===== config.mk =====
export PLATFORM = sky130hd
export DESIGN_NAME = nrf_spi_responder
export DESIGN_NICKNAME = d
export VERILOG_FILES = /design/src/rtl/nrf_cmd_pkg.sv /design/src/rtl/spi_sync_edge.sv /design/src/rtl/nrf_spi_responder.sv
export SDC_FILE = /design/constraint.sdc
export NUM_CORES = 1
export LEC_CHECK = 0
export ABC_AREA = 1
export BUFFER_PORTS_ARGS = -buffer_cell sky130_fd_sc_hd__buf_2
export CAP_MARGIN = 20
export CORE_MARGIN = 8
export CORE_UTILIZATION = 55
export CTS_CLUSTER_SIZE = 14
export DETAILED_ROUTE_END_ITERATION = 12
export GPL_TIMING_DRIVEN = 0
export PLACE_DENSITY = 0.85
export SETUP_SLACK_MARGIN = 0.02
export SYNTH_ARGS = -nofsm -noshare
export SYNTH_HDL_FRONTEND = slang
export SYNTH_SLANG_ARGS = --single-unit

===== constraint.sdc =====
create_clock -name clk_in -period 4.9 [get_ports clk_in]
set_clock_uncertainty 0.15 [all_clocks]
set_input_delay 0.735 -clock clk_in [delete_from_list [all_inputs] [get_ports clk_in]]
set_output_delay 0.735 -clock clk_in [all_outputs]
set_load 0.05 [all_outputs]

===== src/rtl/nrf_cmd_pkg.sv =====
// Shared nRF24L01 command-interface definitions: opcodes, register map,
// reset values and the responder state enumeration.
package nrf_cmd_pkg;

    localparam logic [2:0] OP_R_REGISTER   = 3'b000;
    localparam logic [2:0] OP_W_REGISTER   = 3'b001;
    localparam logic [7:0] OP_R_RX_PAYLOAD = 8'h61;
    localparam logic [7:0] OP_W_TX_PAYLOAD = 8'hA0;
    localparam logic [7:0] OP_FLUSH_TX     = 8'hE1;
    localparam logic [7:0] OP_FLUSH_RX     = 8'hE2;
    localparam logic [7:0] OP_NOP          = 8'hFF;

    localparam logic [4:0] ADDR_CONFIG     = 5'h00;
    localparam logic [4:0] ADDR_EN_AA      = 5'h01;
    localparam logic [4:0] ADDR_EN_RXADDR  = 5'h02;
    localparam logic [4:0] ADDR_SETUP_AW   = 5'h03;
    localparam logic [4:0] ADDR_SETUP_RETR = 5'h04;
    localparam logic [4:0] ADDR_RF_CH      = 5'h05;
    localparam logic [4:0] ADDR_RF_SETUP   = 5'h06;
    localparam logic [4:0] ADDR_STATUS     = 5'h07;

    localparam int NUM_REGS = 8;

    localparam logic [7:0] RST_EN_AA      = 8'h3F;
    localparam logic [7:0] RST_EN_RXADDR  = 8'h03;
    localparam logic [7:0] RST_SETUP_AW   = 8'h03;
    localparam logic [7:0] RST_SETUP_RETR = 8'h03;
    localparam logic [7:0] RST_RF_CH      = 8'h02;
    localparam logic [7:0] RST_RF_SETUP   = 8'h0E;

    typedef enum logic [2:0] {
        ST_IDLE,
        ST_CMD,
        ST_DATA_RD,
        ST_DATA_WR,
        ST_DATA_PL,
        ST_IGNORE
    } state_e;

    // Entry 7 is STATUS, which is built from live flags rather than stored.
    function automatic logic [7:0] reg_reset_val(input logic [2:0] addr,
                                                 input logic [7:0] config_rst);
        case (addr)
            3'd0:    return config_rst;
            3'd1:    return RST_EN_AA;
            3'd2:    return RST_EN_RXADDR;
            3'd3:    return RST_SETUP_AW;
            3'd4:    return RST_SETUP_RETR;
            3'd5:    return RST_RF_CH;
            3'd6:    return RST_RF_SETUP;
            default: return 8'h00;
        endcase
    endfunction

    function automatic logic [7:0] status_byte(input logic rx_dr, input logic tx_full);
        return {1'b0, rx_dr, 2'b00, (rx_dr ? 3'b000 : 3'b111), tx_full};
    endfunction

endpackage


===== src/rtl/spi_sync_edge.sv =====
// Multi-flop synchroniser with registered rising/falling edge pulses,
// used for the SPI clock.
module spi_sync_edge #(
    parameter int   STAGES  = 2,
    parameter logic RST_VAL = 1'b0
) (
    input  logic clk,
    input  logic rst,
    input  logic d_i,
    output logic sync_o,
    output logic rise_o,
    output logic fall_o
);

    logic [STAGES-1:0] chain_q;
    logic              prev_q;
    logic              rise_q;
    logic              fall_q;

    always_ff @(posedge clk or posedge rst) begin
        if (rst) begin
            chain_q <= {STAGES{RST_VAL}};
            prev_q  <= RST_VAL;
            rise_q  <= 1'b0;
            fall_q  <= 1'b0;
        end else begin
            chain_q <= {chain_q[STAGES-2:0], d_i};
            prev_q  <= chain_q[STAGES-1];
            rise_q  <= chain_q[STAGES-1] & ~prev_q;
            fall_q  <= ~chain_q[STAGES-1] & prev_q;
        end
    end

    assign sync_o = chain_q[STAGES-1];
    assign rise_o = rise_q;
    assign fall_o = fall_q;

endmodule


===== src/rtl/nrf_spi_responder.sv =====
// SPI mode-0 slave emulating the nRF24L01 command interface: 8-entry
// register file, single-byte TX/RX payloads and STATUS on every command byte.
module nrf_spi_responder
    import nrf_cmd_pkg::*;
#(
    parameter int         SYNC_STAGES = 2,
    parameter logic [7:0] CONFIG_RST  = 8'h08
) (
    input  logic       clk_in,
    input  logic       rst,
    input  logic       csn,
    input  logic       sck,
    input  logic       mosi,
    output logic       miso,
    input  logic       ce,
    input  logic [7:0] rx_payload_in,
    input  logic       rx_payload_load,
    input  logic       tx_ack,
    output logic [7:0] payload_out,
    output logic       payload_valid,
    output logic [7:0] cfg_out,
    output logic       ce_sync
);

    // Plain synchronisers; csn idles high so it resets high to avoid a false frame start.
    localparam logic [2:0] SYNC_RST = 3'b001;

    logic [2:0] async_in;
    logic [2:0] sync_out;
    assign async_in = {ce, mosi, csn};

    genvar gi;
    generate
        for (gi = 0; gi < 3; gi++) begin : g_sync
            logic [SYNC_STAGES-1:0] chain_q;
            always_ff @(posedge clk_in or posedge rst) begin
                if (rst) chain_q <= {SYNC_STAGES{SYNC_RST[gi]}};
                else     chain_q <= {chain_q[SYNC_STAGES-2:0], async_in[gi]};
            end
            assign sync_out[gi] = chain_q[SYNC_STAGES-1];
        end
    endgenerate

    logic csn_s, mosi_s;
    assign csn_s   = sync_out[0];
    assign mosi_s  = sync_out[1];
    assign ce_sync = sync_out[2];

    logic sck_s, sck_rise, sck_fall;
    spi_sync_edge #(.STAGES(SYNC_STAGES), .RST_VAL(1'b0)) u_sck_sync (
        .clk    (clk_in),
        .rst    (rst),
        .d_i    (sck),
        .sync_o (sck_s),
        .rise_o (sck_rise),
        .fall_o (sck_fall)
    );

    logic csn_prev_q;
    logic csn_fall;
    assign csn_fall = csn_prev_q & ~csn_s;

    state_e     state_q, state_d;
    logic [2:0] bit_cnt_q, bit_cnt_d;
    logic [6:0] shin_q, shin_d;
    logic [7:0] shout_q, shout_d;
    logic       miso_q, miso_d;
    logic [4:0] addr_q, addr_d;
    logic       rxrd_q, rxrd_d;

    logic [7:0] regs_q [NUM_REGS];
    logic [7:0] rx_byte_q;
    logic       rx_dr_q, rx_dr_d;
    logic       tx_full_q, tx_full_d;
    logic [7:0] payload_q;
    logic       payload_valid_q;

    logic [7:0] byte_in;
    logic [7:0] status_now;
    logic [7:0] rd_val;
    logic       wr_commit, pl_commit, flush_tx, clr_rx;
    logic       reg_we, w1c_clr;

    assign byte_in    = {shin_q, mosi_s};
    assign status_now = status_byte(rx_dr_q, tx_full_q);

    always_comb begin
        rd_val = 8'h00;
        if (byte_in[4:3] == 2'b00) begin
            rd_val = (byte_in[2:0] == ADDR_STATUS[2:0]) ? status_now : regs_q[byte_in[2:0]];
        end
    end

    always_comb begin
        state_d   = state_q;
        bit_cnt_d = bit_cnt_q;
        shin_d    = shin_q;
        shout_d   = shout_q;
        miso_d    = miso_q;
        addr_d    = addr_q;
        rxrd_d    = rxrd_q;
        wr_commit = 1'b0;
        pl_commit = 1'b0;
        flush_tx  = 1'b0;
        clr_rx    = 1'b0;

        if (csn_s) begin
            state_d = ST_IDLE;
            miso_d  = 1'b0;
        end else if (state_q == ST_IDLE) begin
            miso_d = 1'b0;
            if (csn_fall) begin
                state_d   = ST_CMD;
                shout_d   = status_now;
                miso_d    = status_now[7];
                bit_cnt_d = 3'd0;
            end
        end else if (sck_rise) begin
            shin_d    = byte_in[6:0];
            bit_cnt_d = bit_cnt_q + 3'd1;
            if (bit_cnt_q == 3'd7) begin
                // Byte boundary: the next outgoing byte is loaded here and
                // its bit 7 goes out on the following falling edge.
                shout_d = 8'h00;
                state_d = ST_IGNORE;
                case (state_q)
                    ST_CMD: begin
                        rxrd_d = 1'b0;
                        if (byte_in[7:5] == OP_R_REGISTER) begin
                            state_d = ST_DATA_RD;
                            shout_d = rd_val;
                        end else if (byte_in[7:5] == OP_W_REGISTER) begin
                            state_d = ST_DATA_WR;
                            addr_d  = byte_in[4:0];
                        end else if (byte_in == OP_R_RX_PAYLOAD) begin
                            state_d = ST_DATA_RD;
                            shout_d = rx_byte_q;
                            rxrd_d  = 1'b1;
                        end else if (byte_in == OP_W_TX_PAYLOAD) begin
                            state_d = ST_DATA_PL;
                        end else if (byte_in == OP_FLUSH_TX) begin
                            flush_tx = 1'b1;
                        end else if (byte_in == OP_FLUSH_RX) begin
                            clr_rx = 1'b1;
                        end
                    end
                    ST_DATA_RD: clr_rx    = rxrd_q;
                    ST_DATA_WR: wr_commit = 1'b1;
                    ST_DATA_PL: pl_commit = 1'b1;
                    default:    ;
                endcase
            end
        end else if (sck_fall) begin
            if (bit_cnt_q == 3'd0) begin
                miso_d = shout_q[7];
            end else begin
                shout_d = {shout_q[6:0], 1'b0};
                miso_d  = shout_q[6];
            end
        end
    end

    assign reg_we  = wr_commit && (addr_q[4:3] == 2'b00) && (addr_q[2:0] != ADDR_STATUS[2:0]);
    assign w1c_clr = wr_commit && (addr_q == ADDR_STATUS) && byte_in[6];

    // A load in the same cycle as any clear wins, as does a payload commit over tx_ack.
    always_comb begin
        rx_dr_d = rx_dr_q;
        if (clr_rx || w1c_clr) rx_dr_d = 1'b0;
        if (rx_payload_load)   rx_dr_d = 1'b1;
        tx_full_d = tx_full_q;
        if (flush_tx || tx_ack) tx_full_d = 1'b0;
        if (pl_commit)          tx_full_d = 1'b1;
    end

    always_ff @(posedge clk_in or posedge rst) begin
        if (rst) begin
            state_q    <= ST_IDLE;
            bit_cnt_q  <= 3'd0;
            shin_q     <= 7'd0;
            shout_q    <= 8'h00;
            miso_q     <= 1'b0;
            addr_q     <= 5'd0;
            rxrd_q     <= 1'b0;
            csn_prev_q <= 1'b1;
        end else begin
            state_q    <= state_d;
            bit_cnt_q  <= bit_cnt_d;
            shin_q     <= shin_d;
            shout_q    <= shout_d;
            miso_q     <= miso_d;
            addr_q     <= addr_d;
            rxrd_q     <= rxrd_d;
            csn_prev_q <= csn_s;
        end
    end

    always_ff @(posedge clk_in or posedge rst) begin
        if (rst) begin
            for (int i = 0; i < NUM_REGS; i++) begin
                regs_q[i] <= reg_reset_val(3'(i), CONFIG_RST);
            end
            rx_byte_q       <= 8'h00;
            rx_dr_q         <= 1'b0;
            tx_full_q       <= 1'b0;
            payload_q       <= 8'h00;
            payload_valid_q <= 1'b0;
        end else begin
            if (reg_we) regs_q[addr_q[2:0]] <= byte_in;
            if (rx_payload_load) rx_byte_q <= rx_payload_in;
            if (pl_commit) payload_q <= byte_in;
            rx_dr_q         <= rx_dr_d;
            tx_full_q       <= tx_full_d;
            payload_valid_q <= pl_commit;
        end
    end

    assign miso          = miso_q;
    assign payload_out   = payload_q;
    assign payload_valid = payload_valid_q;
    assign cfg_out       = regs_q[0];

endmodule


== Yosys cells after proc, flatten, opt, wreduce, memory -nomap -nowiden ==
Cells that the tools add are included.

* Add/subtract/negate cells: 1
* Magnitude comparators: 3
* Eq/ne operators: 18
* Multiplexer cells: 75
* Bitwise logic cells: 10
* Reduce and logical (&&, ||, !) cells: 26

{| class="wikitable"
|+ Operator list
! cell !! count
|-
| $mux 8 || 15
|-
| $bwmux 64 || 1
|-
| $mux 1 || 43
|-
| $mux 3 || 13
|-
| $bmux 8 s3 || 1
|-
| $demux 8 s3 || 1
|-
| $eq 8x8->1 const B || 3
|-
| $ne 3x3->1 const B || 4
|-
| $reduce_bool 3->1 || 4
|-
| $reduce_and 5->1 || 2
|-
| $eq 3x3->1 const B || 3
|-
| $logic_not 3->1 || 3
|-
| $reduce_and 3->1 || 3
|-
| $eq 8x7->1 const B || 1
|-
| $ge 4x4->1 const B || 2
|-
| $not 3->4 || 2
|-
| $reduce_and 7->1 || 1
|-
| $eq 3x1->1 const B || 2
|-
| $eq 3x2->1 const B || 2
|-
| $reduce_bool 2->1 || 3
|-
| $eq 5x3->1 const B || 1
|-
| $logic_and 1x1->1 || 5
|-
| $not 1->1 || 5
|-
| $logic_not 2->1 || 2
|-
| 8 further kinds || 11
|}

* Bits in registers: 123
* Input bits: 16
* Output and inout port bits: 19
* Logic and storage cells: 161

== Longest topological paths before layout ==
* Word-level depth: 15
* Gate-level depth with buffers: 13
* Depth with buffers taken out: 12

== Cells and area by module ==
A second synthesis with hierarchy kept.

* Cells, all modules: 663
* Area total of the unflattened synthesis: 5,471.5 um2

{| class="wikitable"
|+ Modules (own cells, without submodules)
! module !! times used !! cells each !! area an instance (um2) !! sequential area each (um2)
|-
| nrf_spi_responder || 1 || 653 || 5,327.6 || 2,777.7
|-
| spi_sync_edge || 1 || 10 || 143.9 || 125.1
|}

== Least setup slack after synthesis ==
Ideal clock, no wire load.

* Path kind: reg-to-reg
* Start point: register bit_cnt_q[0]
* End point: register regs_q[15] (netlist bit)
* Setup time: 0.134 ns
* Arrival: 1.656 ns
* Data required time: 4.616 ns
* Path slack: 2.960 ns
* Stages on the path, launching flop included: 9
* Path buffers: 1
* Period minus slack after synthesis: 1.940 ns
* Cells stage by stage: dfrtp_1 -> ha_1 -> ha_1 -> nand4_1 -> nor4_4 -> nand4_1 -> buf_2 -> nand2_1 -> o21ai_0

* Longest elaborated chain between the ends: 7

{| class="wikitable"
|+ RTL lines
! what !! line !! RTL
|-
| start, declared || nrf_spi_responder.sv:64 || <nowiki>logic [2:0] bit_cnt_q, bit_cnt_d;</nowiki>
|-
| start signal, assigned || nrf_spi_responder.sv:188 || <nowiki>bit_cnt_q <= bit_cnt_d;</nowiki>
|-
| $eq 3x3->1 || nrf_spi_responder.sv:121 || <nowiki>if (bit_cnt_q == 3'd7) begin</nowiki>
|-
| $mux 1 || nrf_spi_responder.sv:121 ||
|-
| $mux 1 || nrf_spi_responder.sv:118 || <nowiki>end else if (sck_rise) begin</nowiki>
|-
| $mux 1 || nrf_spi_responder.sv:110 || <nowiki>end else if (state_q == ST_IDLE) begin</nowiki>
|-
| $mux 1 || nrf_spi_responder.sv:107 || <nowiki>if (csn_s) begin</nowiki>
|-
| $logic_and 1x1->1 (2 in series) || nrf_spi_responder.sv:163 || <nowiki>assign reg_we = wr_commit && (addr_q[4:3] == 2'b00) && (addr_q[2:0] != ADDR_STATUS[2:0]);</nowiki>
|-
| end signal, assigned by index || nrf_spi_responder.sv:201 || <nowiki>regs_q[i] <= reg_reset_val(3'(i), CONFIG_RST);</nowiki>
|-
| end signal, assigned by index || nrf_spi_responder.sv:209 || <nowiki>if (reg_we) regs_q[addr_q[2:0]] <= byte_in;</nowiki>
|-
| end, declared || nrf_spi_responder.sv:71 || <nowiki>logic [7:0] regs_q [NUM_REGS];</nowiki>
|}

Every way passes these cells.
A chain may end at the register's enable or synchronous reset.

== Final worst setup path ==
* Start point: register bit_cnt_q[0]
* End point: register payload_q[7] (netlist: payload_out[7])

* Longest elaborated chain between the ends: 5

{| class="wikitable"
|+ RTL lines
! what !! line !! RTL
|-
| $eq 3x3->1 || nrf_spi_responder.sv:121 ||
|-
| $mux 1 || nrf_spi_responder.sv:121 ||
|-
| $mux 1 || nrf_spi_responder.sv:118 ||
|-
| $mux 1 || nrf_spi_responder.sv:110 ||
|-
| $mux 1 || nrf_spi_responder.sv:107 ||
|-
| via pl_commit || nrf_spi_responder.sv:81 || <nowiki>logic wr_commit, pl_commit, flush_tx, clr_rx;</nowiki>
|-
| end signal, assigned || nrf_spi_responder.sv:211 || <nowiki>if (pl_commit) payload_q <= byte_in;</nowiki>
|-
| end, declared || nrf_spi_responder.sv:75 || <nowiki>logic [7:0] payload_q;</nowiki>
|}

The timed path passes the listed nets, and every way through them passes these cells.

==> results_dict.tcl <==
set metrics [dict create \
    async_flop_share_pct 100.0 \
    synth_top_area_cell "dfrtp_1" \
    max_freq_mhz 394.6 \
    min_period_ns 2.534 \
    root_buffer "clkbuf_8" \
    synth_ff_type "dfrtp_1" \
    worstSetupStartpointType "register" \
    fillers 698 \
    hold_path_class "input pin to asynchronous set/reset pin" \
    hpwl_um 9091 \
    critPathMaxStageDelay_ns 0.66 \
    slew_headroom_pct 47.48 \
    final-setup-viol-count 0 \
    ir_worst_vdd_uv 283.3 \
    drc 0 \
    total_power_mw 2.887 \
    synth_edf_count 0 \
    cts_sinks 115 \
    critPathMaxFanout 10 \
    ys_types 22 \
    core-area_um2 9153 \
    syn_inst 625 \
    worstMarginPinSlew_ns 0.7806 \
    nNetsFinal 698 \
    p_sw_uw 920.0 \
    ys_ff_latch 115 \
    p_seq_share_pct 37.0 \
    status "completed" \
    comb_power_share_pct 21.1 \
    critPathSlowestCell "nor4_1" \
    syn_area_um2 5156 \
    track_usage_pct 21.56 \
    gp_congestion 0.9782 \
    synth_top_area_share_pct 46.11 \
    drv_slew 0 \
    hold_ws_ns 0.1356 \
    ant_nets 0 \
    synth.most_common_cell "nand2_1" \
    cts_max_level 4 \
    port_buffers 34 \
    grt-ovfl-total 0 \
    drt_pass1_iterations 5 \
    grt_pass1_wl_um 21650 \
    crit_chain "ha_1 > ha_1 > nand2_1 > nor4_1 > inv_1 > clkbuf_1 > nand2_1 > o21ai_0" \
    cts_tree "built" \
    instances_no_fill 803 \
    die-width_um 112.8 \
    initial_core_util_pct 56.34 \
    synth_warnings 0 \
    wl_um 13440 \
    num_rows 35 \
    worstSetupEndpointType "register" \
    crit_type "register to register" \
    power_density_nw_per_um2 475.6 \
    worstPathRequired_ns 5.11 \
    fp.dieArea_um2 12730 \
    num_antenna_cells 0 \
    syn_to_final_growth_pct 17.74 \
    cp.arrival_ns 2.75 \
    cts_hold_buf 0 \
    yosys-top-cells-area "dfrtp_1 (46%), nand2_1 (15%), dfstp_2 (10%)" \
    dp_cells 771 \
    grt_max_degree 71 \
    via_count 4568 \
    synth.net_count 644 \
    clock_path_buffers 2 \
    grt_pass1_vias 4438 \
    avgViaCountPerCell 5.689 \
    p_leak_nw 2.884 \
    antenna_found_initial 0 \
    rsz0062_at_grt "false" \
    finalCritPeriodShare_pct 51.72 \
    p_clk_share_pct 41.9 \
    cts_resized 0 \
    ys_seq_area_share_pct 56.30 \
    max_cap_violations 0 \
    drt_first_iter_violations 473 \
    netlist_top_cells_count "nand2_1 (208), dfrtp_1 (95), o21ai_0 (95), inv_1 (49), nor2_1 (45)" \
    ios 35 \
    fp.dieH_um 112.8 \
    avgSynthCellArea_um2 8.250 \
    cts_buffers 17 \
    clkSlewWorstSetupHoldPaths_ns 0.06 \
    power.internal_mw 1.967 \
    post_drt_wl_per_cell_um 16.74 \
    switching_share_pct 31.86 \
    post_cts.repair.setup_buffers 0 \
    clkLatencyLatePin_ns 0.52 \
    finalHoldViolations 0 \
    drive_above_1_share_pct 15.75 \
]
layer usage:
layer / part of all wire [%] / track usage, % / wire length (µm) / vias up
met1: 43 / 28.34 / 5845 / 2183
li1: - / - / - / 2118
met5: 0 / 0 / 0 / -
met4: 3.3 / 11.42 / 446 / 0
met2: 45 / 32.44 / 6082 / 223
met3: 7.9 / 5.165 / 1067 / 44
kinds of logic after synthesis:
group / after synthesis / synth area share, %
DFF: 115 / 56.30
AOI/OAI and AO/OA: 122 / 12.04
adders and majority gates: 3 / 0.7281
buffers and inverters: 84 / 7.037
and+or+nand+nor: 301 / 23.90
worst max-delay path, delay by kind of cell, from the launching register on:
kind                     cells  cell delay (ns)
AO/OA/AOI/OAI                1             0.08
adder cells (fa/ha/maj)      2             0.36
AND/OR/NAND/NOR              3             0.86
flip-flops                   1             0.35
buffers and inverters        2             0.57
layout by cell type (no fill, tap or decap):
cell type / instances
nor2_1: 45
buf_4: 9
nand3_1: 28
dfrtp_1: 95
clkinv_2: 4
inv_2: 2
nand3b_1: 2
nor4_1: 1
buf_2: 45
clkinvlp_4: 3
o31ai_1: 1
bufinv_16: 3
clkbuf_8: 2
ha_1: 3
o22ai_1: 1
nor4_4: 1
inv_1: 48
o211ai_1: 2
clkbuf_1: 17
inv_4: 1
o21ai_0: 95
a31oi_1: 1
or2_2: 2
nand2_1: 208
clkbuf_16: 16
a21oi_1: 22
nand4_1: 14
dfstp_2: 20
buf_16: 1
cell type report:
cell class                 count  area [µm²]  share of cell area (%)
clock buffer                  22       442.9                   7.296
timing repair buffer          35       197.7                   3.256
tap                          111       138.9                   2.288
clock inverter                10       132.6                   2.185
sequential                   115        2903                   47.82
buffer                        33       171.4                   2.824
multi-input combinational    426        1891                   31.14
inverter                      51       193.9                   3.195
path summary, 6_finish.rpt:
check | end | cells after the start | slack [ns] | startpoint
max in group asynchronous | regs_q[11] | 3 | 3.69 | rst
min in group clk_in | g_sync[0].chain_q[0] | 1 | 0.16 | csn
min | shin_q[1] | 2 | 0.14 | rst
max | payload_out[7] | 8 | 2.37 | bit_cnt_q[0]
min reg2reg | u_sck_sync.chain_q[1] | 0 | 0.20 | u_sck_sync.chain_q[0]
max reg2reg | payload_out[7] | 8 | 2.37 | bit_cnt_q[0]
registers in the layout, indices dropped and copies added, names as in the netlist, 2 cells and up:
| name | cells |
|---|---|
| g_sync.chain_q | 6 |
| rx_byte_q | 8 |
| shin_q | 7 |
| payload_out | 8 |
| cfg_out | 8 |
| regs_q | 48 |
| bit_cnt_q | 3 |
| addr_q | 5 |
| shout_q | 8 |
| u_sck_sync.chain_q | 2 |
| state_q | 3 |
per-stage QoR:
stage	util [%]	worst slack [ns]	instance area (µm²)	setup TNS, ns
after CTS	66.33	2.465	6071	0
after floorplan	-	1.004	5156	0
final	66.33	2.366	6071	0
after detailed placement	60.04	2.481	5495	0
after global placement	59.71	-0.09779	5465	-8.642
after global routing	66.33	2.263	6071	0
power groups by stage:
stage	Combinational, mW	Sequential (mW)	Clock, mW
after floorplan	0.403	1.07	0
after global placement	0.561	1.08	0
after detailed placement	0.576	1.08	0
after CTS	0.587	1.07	1.21
after global routing	0.672	1.08	1.25
final	0.608	1.07	1.21
(Power assumes the default switching activity.)
